## config.mk

```make
export PLATFORM = sky130hd
export DESIGN_NAME = noc_cdc_tx
export DESIGN_NICKNAME = d
export VERILOG_FILES = /design/src/rtl/noc_cdc_tx.sv
export SDC_FILE = /design/constraint.sdc
export NUM_CORES = 1
export LEC_CHECK = 0
export ABC_AREA = 0
export CORE_MARGIN = 2
export CORE_UTILIZATION = 47
export CTS_BUF_LIST = sky130_fd_sc_hd__clkbuf_4 sky130_fd_sc_hd__clkbuf_8
export DETAILED_ROUTE_END_ITERATION = 6
export GPL_TIMING_DRIVEN = 0
export PLACE_DENSITY = 0.84
export SETUP_SLACK_MARGIN = 0.1
export SYNTH_ARGS = -nofsm -noshare
export SYNTH_HDL_FRONTEND = slang
export SYNTH_SLANG_ARGS = --single-unit
```

## constraint.sdc

```tcl
create_clock -name clk -period 2.7 [get_ports clk]
set_input_delay 0.27 -clock clk [delete_from_list [all_inputs] [get_ports clk]]
set_output_delay 0.27 -clock clk [all_outputs]
set_load 0.02 [all_outputs]
```

## src/rtl/noc_cdc_tx.sv

```systemverilog
// noc_cdc_tx: source side of a toggle req/ack clock-domain crossing.
// Define NOC_CDC_TX_TIMEOUT_EN to add the sticky ack-wait timeout (err_o/err_clr_i).
module noc_cdc_tx #(
    parameter int WIDTH          = 32,
    parameter int SYNC_STAGES    = 3,
    parameter int TIMEOUT_CYCLES = 1024
) (
    input  logic             clk,
    input  logic             rstn,
    input  logic             src_valid_i,
    input  logic [WIDTH-1:0] src_data_i,
    output logic             src_ready_o,
    output logic             cdc_req_o,
    output logic [WIDTH-1:0] cdc_data_o,
    input  logic             cdc_ack_i,
    output logic             busy_o
`ifdef NOC_CDC_TX_TIMEOUT_EN
    ,
    output logic             err_o,
    input  logic             err_clr_i
`endif
);

    typedef enum logic [1:0] {
        S_INIT,
        S_IDLE,
        S_BUSY
    } state_t;

    localparam logic [2:0] CNT_LAST = 3'(SYNC_STAGES - 1);

    state_t                 r_state;
    state_t                 w_state_nxt;
    logic [SYNC_STAGES-1:0] r_sync;
    logic [2:0]             r_cnt;
    logic [2:0]             w_cnt_nxt;
    logic                   r_req;
    logic                   w_req_nxt;
    logic [WIDTH-1:0]       r_data;
    logic [WIDTH-1:0]       w_data_nxt;
    logic                   w_ack_s;
    logic                   w_accept;

    assign w_ack_s  = r_sync[SYNC_STAGES-1];
    assign w_accept = src_valid_i && (r_state == S_IDLE);

    // cdc_ack_i feeds the first flop directly; nothing in front of it
    always_ff @(posedge clk or negedge rstn) begin
        if (!rstn) begin
            r_sync <= '0;
        end else begin
            r_sync <= {r_sync[SYNC_STAGES-2:0], cdc_ack_i};
        end
    end

    always_ff @(posedge clk or negedge rstn) begin
        if (!rstn) begin
            r_state <= S_INIT;
            r_cnt   <= '0;
            r_req   <= 1'b0;
            r_data  <= '0;
        end else begin
            r_state <= w_state_nxt;
            r_cnt   <= w_cnt_nxt;
            r_req   <= w_req_nxt;
            r_data  <= w_data_nxt;
        end
    end

    always_comb begin
        w_state_nxt = r_state;
        w_cnt_nxt   = r_cnt;
        w_req_nxt   = r_req;
        w_data_nxt  = r_data;
        unique case (r_state)
            S_INIT: begin
                // hold off until the synchronizer has been flushed
                if (r_cnt == CNT_LAST) begin
                    if (w_ack_s == r_req) begin
                        w_state_nxt = S_IDLE;
                    end
                end else begin
                    w_cnt_nxt = r_cnt + 3'd1;
                end
            end
            S_IDLE: begin
                if (w_accept) begin
                    w_data_nxt  = src_data_i;
                    w_req_nxt   = ~r_req;
                    w_state_nxt = S_BUSY;
                end
            end
            S_BUSY: begin
                if (w_ack_s == r_req) begin
                    w_state_nxt = S_IDLE;
                end
            end
            default: begin
                w_state_nxt = S_INIT;
            end
        endcase
    end

    assign src_ready_o = (r_state == S_IDLE);
    assign busy_o      = (r_state == S_BUSY);
    assign cdc_req_o   = r_req;
    assign cdc_data_o  = r_data;

`ifdef NOC_CDC_TX_TIMEOUT_EN
    localparam logic [15:0] TMO = 16'(TIMEOUT_CYCLES);

    logic [15:0] r_wcnt;
    logic [15:0] w_wcnt_inc;
    logic        r_err;
    logic        w_hit;

    assign w_wcnt_inc = (r_wcnt == 16'hFFFF) ? r_wcnt : r_wcnt + 16'd1;
    // fire once, on the edge the count first lands on the limit
    assign w_hit = (r_state == S_BUSY) && (w_wcnt_inc == TMO) && (r_wcnt != TMO);

    always_ff @(posedge clk or negedge rstn) begin
        if (!rstn) begin
            r_wcnt <= '0;
        end else if (w_accept) begin
            r_wcnt <= '0;
        end else if (r_state == S_BUSY) begin
            r_wcnt <= w_wcnt_inc;
        end
    end

    always_ff @(posedge clk or negedge rstn) begin
        if (!rstn) begin
            r_err <= 1'b0;
        end else if (w_hit) begin
            r_err <= 1'b1;
        end else if (err_clr_i) begin
            r_err <= 1'b0;
        end
    end

    assign err_o = r_err;
`endif

endmodule

```

[Word-level counts from Yosys, hierarchy flattened]
Cells that the tools add are included.
Cells by class
  $add $sub $neg: 1
  equal/unequal tests: 6
  mux-type cells: 4
  bitwise operators: 2
  reduce and logical (&&, ||, !) cells: 5
Operator list (number)
  2-bit two-way mux: 3
  2-bit one-hot mux with 3 select lines: 1
  2-bit AND reduction: 3
  3-bit by 1-bit adder with 3-bit output, second input constant: 1
  3-bit by 2-bit == test with 1-bit output, second input constant: 1
  2-bit by 1-bit == test with 1-bit output, second input constant: 1
  2-bit == test, second input constant: 1
  2-bit zero test: 1
  2-bit by 1-bit != test with 1-bit output, second input constant: 1
  2-bit != test, second input constant: 1
  1-bit NOT: 2
  1-bit == test: 1
  1-bit logical AND: 1
Word-level totals
  register bits after elaboration: 41
  output and inout port bits: 35
  word-level logic and storage cells: 23

[Logic depth before layout (Yosys ltp)]
Gate-level depths: netlist of run 1.
  depth in word-level cells: 4
  gate-level depth with buffers: 5
  gate-level depth less buffers: 5

[Worst setup path after synthesis of run 1]
No wires, ideal clock.
  path type: flip-flop to flip-flop
  from: register r_state[1]
  to: register r_data[0], in the netlist cdc_data_o[0]
  library setup time: 0.125 ns
  arrival time: 1.203 ns
  required time: 2.575 ns
  slack: 1.372 ns
  stages on the path, launching flop included: 5
  buffers on the path: 1
  path through: dfrtp_1 -> and2b_4 -> nand2_4 -> buf_6 -> mux2_4
Between the ends
  word-level cells in the longest chain between the ends: 3
RTL lines
  from (decl): line 32  | state_t r_state;
  from (signal assigned): line 63  | r_state <= w_state_nxt;
  2-bit by 1-bit == test with 1-bit output (*)
  via src_ready_o: line 12  | output logic src_ready_o,
  1-bit logical AND: line 45  | assign w_accept = src_valid_i && (r_state == S_IDLE);
  2-bit AND reduction (no line) (*)
  to (signal assigned): line 66  | r_data <= w_data_nxt;
  to (decl): line 39  | logic [WIDTH-1:0] r_data;
Mark *: on every way through the listed nets, which the timed path passes. The rest lies on a longest branch.
A chain may end at the register's enable or synchronous reset.

[Worst setup path after layout of run 1]
  from: register r_state[1]
  to: output port src_ready_o
Between the ends
  word-level cells in the longest chain between the ends: 1
RTL lines
  2-bit by 1-bit == test with 1-bit output: line 104  | assign src_ready_o = (r_state == S_IDLE);
  to (decl): line 12
Every way passes these cells.

==> results of run 1 <==
worst max-delay path: stages, from the launching register on:
cell             delay [ns]
dfrtp_1                0.42
and2b_4                0.28
clkdlybuf4s50_1        0.60
routing by layer:
metal  vias up  part of all wire, %  wire length, um
li1        483                    -                -
met1       526                   40             1363
met2        42                   52             1758
met3         8                  5.4              183
met4         0                  2.8               96
met5         -                    0                0
logic make-up after synthesis:
kind of cell / after synthesis
multiplexers: 34
XOR/XNOR: 3
buffers and inverters: 6
flip-flops: 41
adder cells (fa/ha/maj): 2
AND/OR/NAND/NOR: 8
AO/OA/AOI/OAI: 3
sequential cells by signal, summed over array words and instances, names as in the netlist:
register	flops
cdc_data_o	32
r_cnt	3
r_sync	3
r_state	2
cdc_req_o	1
metrics by stage:
stage,util (%),cells,setup WS (ns),total power (W),hold slack (ns)
global placement,71.87,213,0.4734,0.002696,0.3346
detailed placement,71.72,213,1.166,0.002755,0.3347
CTS,73.79,221,0.7856,0.003106,0.06242
floorplan,-,97,1.372,0.002035,-0.02559
finish,73.79,221,0.8017,0.003074,0.03683
global route,73.79,221,0.7348,0.003247,0.09034
cell type report:
class                   instances  area share, %
repair buffers                 70          27.81
multi-input cells              50          24.26
well taps                      46          2.301
inverters                       3         0.4502
flip-flops and latches         41          41.02
clock buffers                   7          2.601
clock inverters                 1         0.2001
plain buffers                   3          1.351
placed cells by master, fill, tap and decap left out:
cell type / Yosys / routed
mux2_4: 28 / 28
nor2_1: 2 / 2
o211a_1: 1 / 1
mux2i_1: 1 / 1
nand2_4: 1 / 1
nand2_1: 2 / 2
clkbuf_4: 0 / 5
nor2b_1: 1 / 1
nand2b_1: 1 / 1
buf_2: 0 / 1
dfrtp_1: 41 / 41
ha_1: 2 / 2
clkbuf_8: 0 / 2
o21ai_0: 2 / 2
buf_6: 3 / 3
clkinv_2: 0 / 1
and2b_4: 1 / 1
mux2_2: 5 / 5
xnor2_1: 3 / 3
inv_1: 3 / 3
clkdlybuf4s50_1: 0 / 69
power breakdown:
group | internal, W | switching, W | leakage, nW | total, W
Combinational | 0.000959 | 0.000682 | 0.655 | 0.00164
Sequential | 0.000909 | 0.000182 | 0.487 | 0.00109
Clock | 0.000151 | 0.000191 | 0.0413 | 0.000342
Total | 0.00202 | 0.00105 | 1.18 | 0.00307
worst paths after layout:
| path | endpoint | from | depth (start not counted) |
|---|---|---|---|
| worst min register to register | r_sync[1]$_DFF_PN0_ | r_sync[0]$_DFF_PN0_ | 0 |
| min in group clk | r_sync[1]$_DFF_PN0_ | r_sync[0]$_DFF_PN0_ | 0 |
| max in group asynchronous | r_cnt[2]$_DFFE_PN0P_ | rstn | 1 |
| worst max register to register | r_cnt[1]$_DFFE_PN0P_ | r_cnt[0]$_DFFE_PN0P_ | 5 |
| worst min-delay path | cdc_data_o[3]$_DFFE_PN0P_ | rstn | 1 |
| worst max-delay path | src_ready_o | r_state[1]$_DFFE_PN0P_ | 2 |
==> results by group, run 1 <==
Timing
  – Worst rel slew slack: 40.73%
  – Worst Tran Pin Value: 0.8890 ns
  – Final-report hold violation count: 0
  – RSZ-0062 raised after global routing: no
  – Fmax: 526.8 MHz
  – Setup violations, final: 0
  – Clock skew: 0.007535 ns
  – Period Utilization, post-route: 70.31%
  – Fin Setup TNS: 0 ns
  – Pins Over Slew Limit: 0
  – Min Tclk post-route: 1.898 ns

Global route
  – M3 GR Usage: 5.634%
  – Gr ovfl total: 0
  – Overall routing resource usage: 18.38%
  – Initial antenna violation count: 0
  – Grt met2 use: 30.39%
  – M1 GR Usage: 21.45%
  – Layer with the highest usage: met2
  – Largest net degree at the start of global routing: 42
  – Vias in the first global route: 1179
  – First-pass GRT wire length: 5602 um

Floorplanning
  – CORE AREA: 0.003390 mm2
  – Io pins: 71
  – Initial cell density of the core: 49.50%
  – Row count: 21
  – Die Width: 63.75 um
  – Die area: 0.004064 mm2
  – Die Span Y: 63.75 um

Synthesis
  – Synth warn: 0
  – Mux share of post-synthesis cell area: 29.01%
  – Primary FF master, synth: dfrtp_1
  – Cell Area, Synth: 0.001678 mm2
  – Asr flop ratio synth: 100.0%
  – EDFF count, synth: 0
  – Sequential cell area fraction in the yosys report: 61.15%
  – Post-Syn Area per Cell: 17.30 um2
  – Largest family of logic cells by synthesized area: multiplexers
  – Top-count cell post-synth: dfrtp_1
  – Area share of fa/ha/maj cells after synthesis: 1.491%
  – Unique masters post-synth: 16
  – Post-synth top cells: dfrtp_1, mux2_4, mux2_2
  – Syn Nets: 135
  – Area share of the largest cell type after synthesis: 61.15%
  – Yosys top cell by area: dfrtp_1
  – Register bit total from synthesis: 41
  – Synth Area in Simple Gates: 2.908%
  – Synthesized instance count: 97
  – Xor and xnor fraction of the mapped netlist area: 1.566%
  – Area contributors post-synth: dfrtp_1, mux2_4, mux2_2, buf_6, xnor2_1
  – Compound-cell area share of the yosys netlist: 1.193%

Finish
  – Layout fillers: 209
  – Multi-input logic area: 606.8 um2
  – Reg area: 0.001026 mm2
  – Post-route cell area: 0.002501 mm2
  – Synth-to-Final Area Change: 49.07%
  – Share of cells above drive strength 1: 26.86%
  – Final nets: 212
  – Diode count: 0

Run
  – # Max-Cap Violations: 0

Min path
  – Hold Crit Class: primary input to async pin

Routing
  – Pre-antenna DRT Iters: 4
  – Post-Route WL: 3401 um
  – Avg WL per Cell: 15.39 um
  – Via density per instance: 4.792
  – Final ANT Viol Nets: 0
  – Remaining DRCs: 0
  – Initial drt markers: 33
  – Via count: 1059

Clock network
  – Clk_lat worst skew: 0.34 ns
  – CTS resizes: 0
  – Num CTS Buffers: 5
  – CTS tree: yes
  – Clk pin slew, worst setup/hold paths: 0.12 ns
  – Cts hold-fix bufs: 0
  – CTS max path bufs: 2
  – Setup Buffers After CTS: 0
  – H-Tree Depth: 2
  – Root Driver: clkbuf_4
  – Sink Count: 41

Pwr
  – Power density over the cells: 1229 mW/mm2
  – Worst IR drop on VDD: 694.8 uV
  – Leakage power: 1.184 nW

Placement
  – Dpl hpwl: 2554 um
  – RD Place Congestion: 0.7256
  – Port bufs: 70
  – Placed Area: 0.002431 mm2

Worst setup path
  – Reg2reg setup slack: 1.26 ns
  – Worst Setup End Kind: primary output
  – Arrival time worst endpoint: 1.63 ns
  – CP Launch Type: flip-flop
  – Setup CP Type: flip-flop to primary output
  – CP Max Fanout: 4
  – Req. time, crit path: 2.43 ns

Outcome
  – Status: finished, final reports clean
No activity file was read; power rests on OpenSTA's default activity.
==> run 2: changes to the inputs <==
CORE_UTILIZATION = 44   (was 47)
PLACE_DENSITY = 0.79   (was 0.84)
clock period = 1.9 ns   (was 2.7 ns; I/O delays follow)
==> results by group, run 2 (synthesis gave the netlist of run 1 again) <==
Finish
  – Most common cell after layout, fill and taps aside: clkdlybuf4s50_1 (unchanged)
  – Most frequent cells in the layout: clkdlybuf4s50_1, dfrtp_1, mux2_4 (unchanged)
  – Synth-to-Final Area Change: 50.41% (was 49.07%)
  – Largest register FFs: 32 (unchanged)
  – Diode count: 0 (unchanged)
  – Final nets: 212 (unchanged)
  – Layout fillers: 257 (was 209)
  – Final Util: 68.93% (was 73.79%)
  – Post-route cell area: 0.002524 mm2 (was 0.002501 mm2)
  – Share of cells above drive strength 1: 26.44% (was 26.86%)

Global route
  – Largest net degree at the start of global routing: 42 (unchanged)
  – Vias in the first global route: 1159 (was 1179)
  – Initial antenna violation count: 0 (unchanged)
  – Gr ovfl total: 0 (unchanged)
  – First-pass GRT wire length: 5533 um (was 5602 um)
  – Overall routing resource usage: 17.75% (was 18.38%)

Routing
  – DRT met1 WL: 1320 um (was 1363 um)
  – Via density per instance: 4.712 (was 4.792)
  – Met3 Routed Length: 367 um (was 183 um)
  – Final ANT Viol Nets: 0 (unchanged)
  – DR top layer: met4 (unchanged)
  – Via count: 1046 (was 1059)
  – Initial drt markers: 39 (was 33)
  – Remaining DRCs: 0 (unchanged)
  – Avg WL per Cell: 15.26 um (was 15.39 um)
  – Pre-antenna DRT Iters: 3 (was 4)
  – Post-Route WL: 3387 um (was 3401 um)
  – DR WL met2: 1654 um (was 1758 um)

Timing
  – Worst Tran Pin Value: 0.8837 ns (was 0.8890 ns)
  – Clock skew: 0.003737 ns (was 0.007535 ns)
  – Min Tclk post-route: 1.756 ns
  – Setup violations, final: 0 (unchanged)
  – Pins Over Slew Limit: 0 (unchanged)
  – RSZ-0062 raised after global routing: no (unchanged)
  – Worst rel slew slack: 41.08% (was 40.73%)
  – Final-report hold violation count: 0 (unchanged)
  – Fmax: 569.4 MHz
  – Period Utilization, post-route: 92.44%
  – Fin Setup TNS: 0 ns (unchanged)
  – Setup ws final: 0.1437 ns (was 0.8017 ns)

Placement
  – Placed Area: 0.002434 mm2 (was 0.002431 mm2)
  – RD Place Congestion: 0.7130 (was 0.7256)
  – Dpl hpwl: 2541 um (was 2554 um)
  – Port bufs: 70 (unchanged)
  – Place WS: 0.4504 ns (was 1.166 ns)

Floorplanning
  – Die area: 0.004323 mm2 (was 0.004064 mm2)
  – Initial cell density of the core: 45.83% (was 49.50%)
  – Io pins: 71 (unchanged)
  – Row count: 22 (was 21)
  – Die Span Y: 65.75 um (was 63.75 um)
  – CORE AREA: 0.003661 mm2 (was 0.003390 mm2)
  – Die Width: 65.75 um (was 63.75 um)

Pwr
  – Power density over the cells: 1768 mW/mm2 (was 1229 mW/mm2)
  – Sw Pwr: 0.001501 W (was 0.001055 W)
  – Total internal power: 0.002961 W (was 0.002019 W)
  – Flop pwr share: 34.9% (was 35.5%)
  – Leakage power: 1.191 nW (was 1.184 nW)
  – Part of the power in the clock network: 12.9% (was 11.1%)
  – Switching Share: 33.64% (was 34.31%)
  – Logic pwr share: 52.2% (was 53.4%)
  – Worst IR drop on VDD: 1139 uV (was 694.8 uV)

Clock network
  – Sink Count: 41 (unchanged)
  – H-Tree Depth: 2 (unchanged)
  – CTS tree: yes (unchanged)
  – Clk pin slew, worst setup/hold paths: 0.07 ns (was 0.12 ns)
  – Root Driver: clkbuf_8 (was clkbuf_4)
  – Setup Buffers After CTS: 0 (unchanged)
  – Clk_lat worst skew: 0.29 ns (was 0.34 ns)
  – Num CTS Buffers: 5 (unchanged)
  – Cts hold-fix bufs: 0 (unchanged)
  – CTS max path bufs: 2 (unchanged)
  – CTS resizes: 0 (unchanged)

Worst setup path
  – Req. time, crit path: 1.71 ns (was 2.43 ns)
  – CP Max Fanout: 4 (unchanged)
  – Arrival time worst endpoint: 1.57 ns (was 1.63 ns)
  – CP Launch Type: flip-flop (unchanged)
  – Worst Setup End Kind: primary output (unchanged)
  – Reg2reg setup slack: 0.48 ns (was 1.26 ns)
  – Setup CP Type: flip-flop to primary output (unchanged)

Outcome
  – Status: finished, final reports clean (unchanged)

Min path
  – Hold Crit Class: primary input to async pin (unchanged)

Run
  – # Max-Cap Violations: 0 (unchanged)
[run 2: layer usage]
metal / vias up / GRT usage [%]
li1: 477 / -
met5: - / 0
met2: 48 / 27.53
met3: 5 / 10.45
met1: 516 / 19.91
met4: 0 / 7.031
[run 2: power groups by stage]
stage	combinational, W	clock (W)	sequential [W]
global placement	0.00230	0	0.00154
CTS	0.00236	0.000601	0.00157
detailed placement	0.00234	0	0.00157
finish	0.00233	0.000575	0.00156
global route	0.00247	0.000636	0.00161
floorplan	0.000913	0	0.00198
[run 2: path summary, 6_finish.rpt]
check / startpoint / end / cells past startpoint
worst max-delay path: r_state[1]$_DFFE_PN0P_ / src_ready_o / 2
worst min-delay path: rstn / cdc_data_o[26]$_DFFE_PN0P_ / 1
worst max register to register: r_cnt[0]$_DFFE_PN0P_ / r_cnt[1]$_DFFE_PN0P_ / 5
worst min register to register: r_sync[0]$_DFF_PN0_ / r_sync[1]$_DFF_PN0_ / 0
max in group asynchronous: rstn / cdc_data_o[4]$_DFFE_PN0P_ / 1
min in group clk: cdc_ack_i / r_sync[0]$_DFF_PN0_ / 1
[run 2: area by class of cell]
class	instances	area, um2	share of cell area (%)
inverter	3	11.26	0.4462
clock buffer	7	90.09	3.570
sequential	41	1026	40.65
multi-input combinational	50	606.8	24.05
buffer	3	33.78	1.339
timing repair buffer	70	695.7	27.57
tap	48	60.06	2.380
[run 2: worst max-delay path, cell delays in order, from the launching register on]
cell             delay [ns]
dfrtp_1                0.40
and2b_4                0.28
clkdlybuf4s50_1        0.60
[run 2: per-stage QoR]
step / std cells / hold slack, ns / power [W]
final: 222 / 0.01699 / 0.004462
after global routing: 222 / 0.09564 / 0.004721
after CTS: 222 / 0.03731 / 0.004529
after detailed placement: 215 / 0.3365 / 0.003915
after global placement: 215 / 0.3317 / 0.003841
after floorplan: 97 / -0.1056 / 0.002892
==> run 3: changes to the inputs <==
CTS_CLUSTER_DIAMETER = 80   (was unset)
CTS_CLUSTER_SIZE = 28   (was unset)
==> results of run 3 <==
The final DEF is identical to that of run 2; final timing and power are the same.
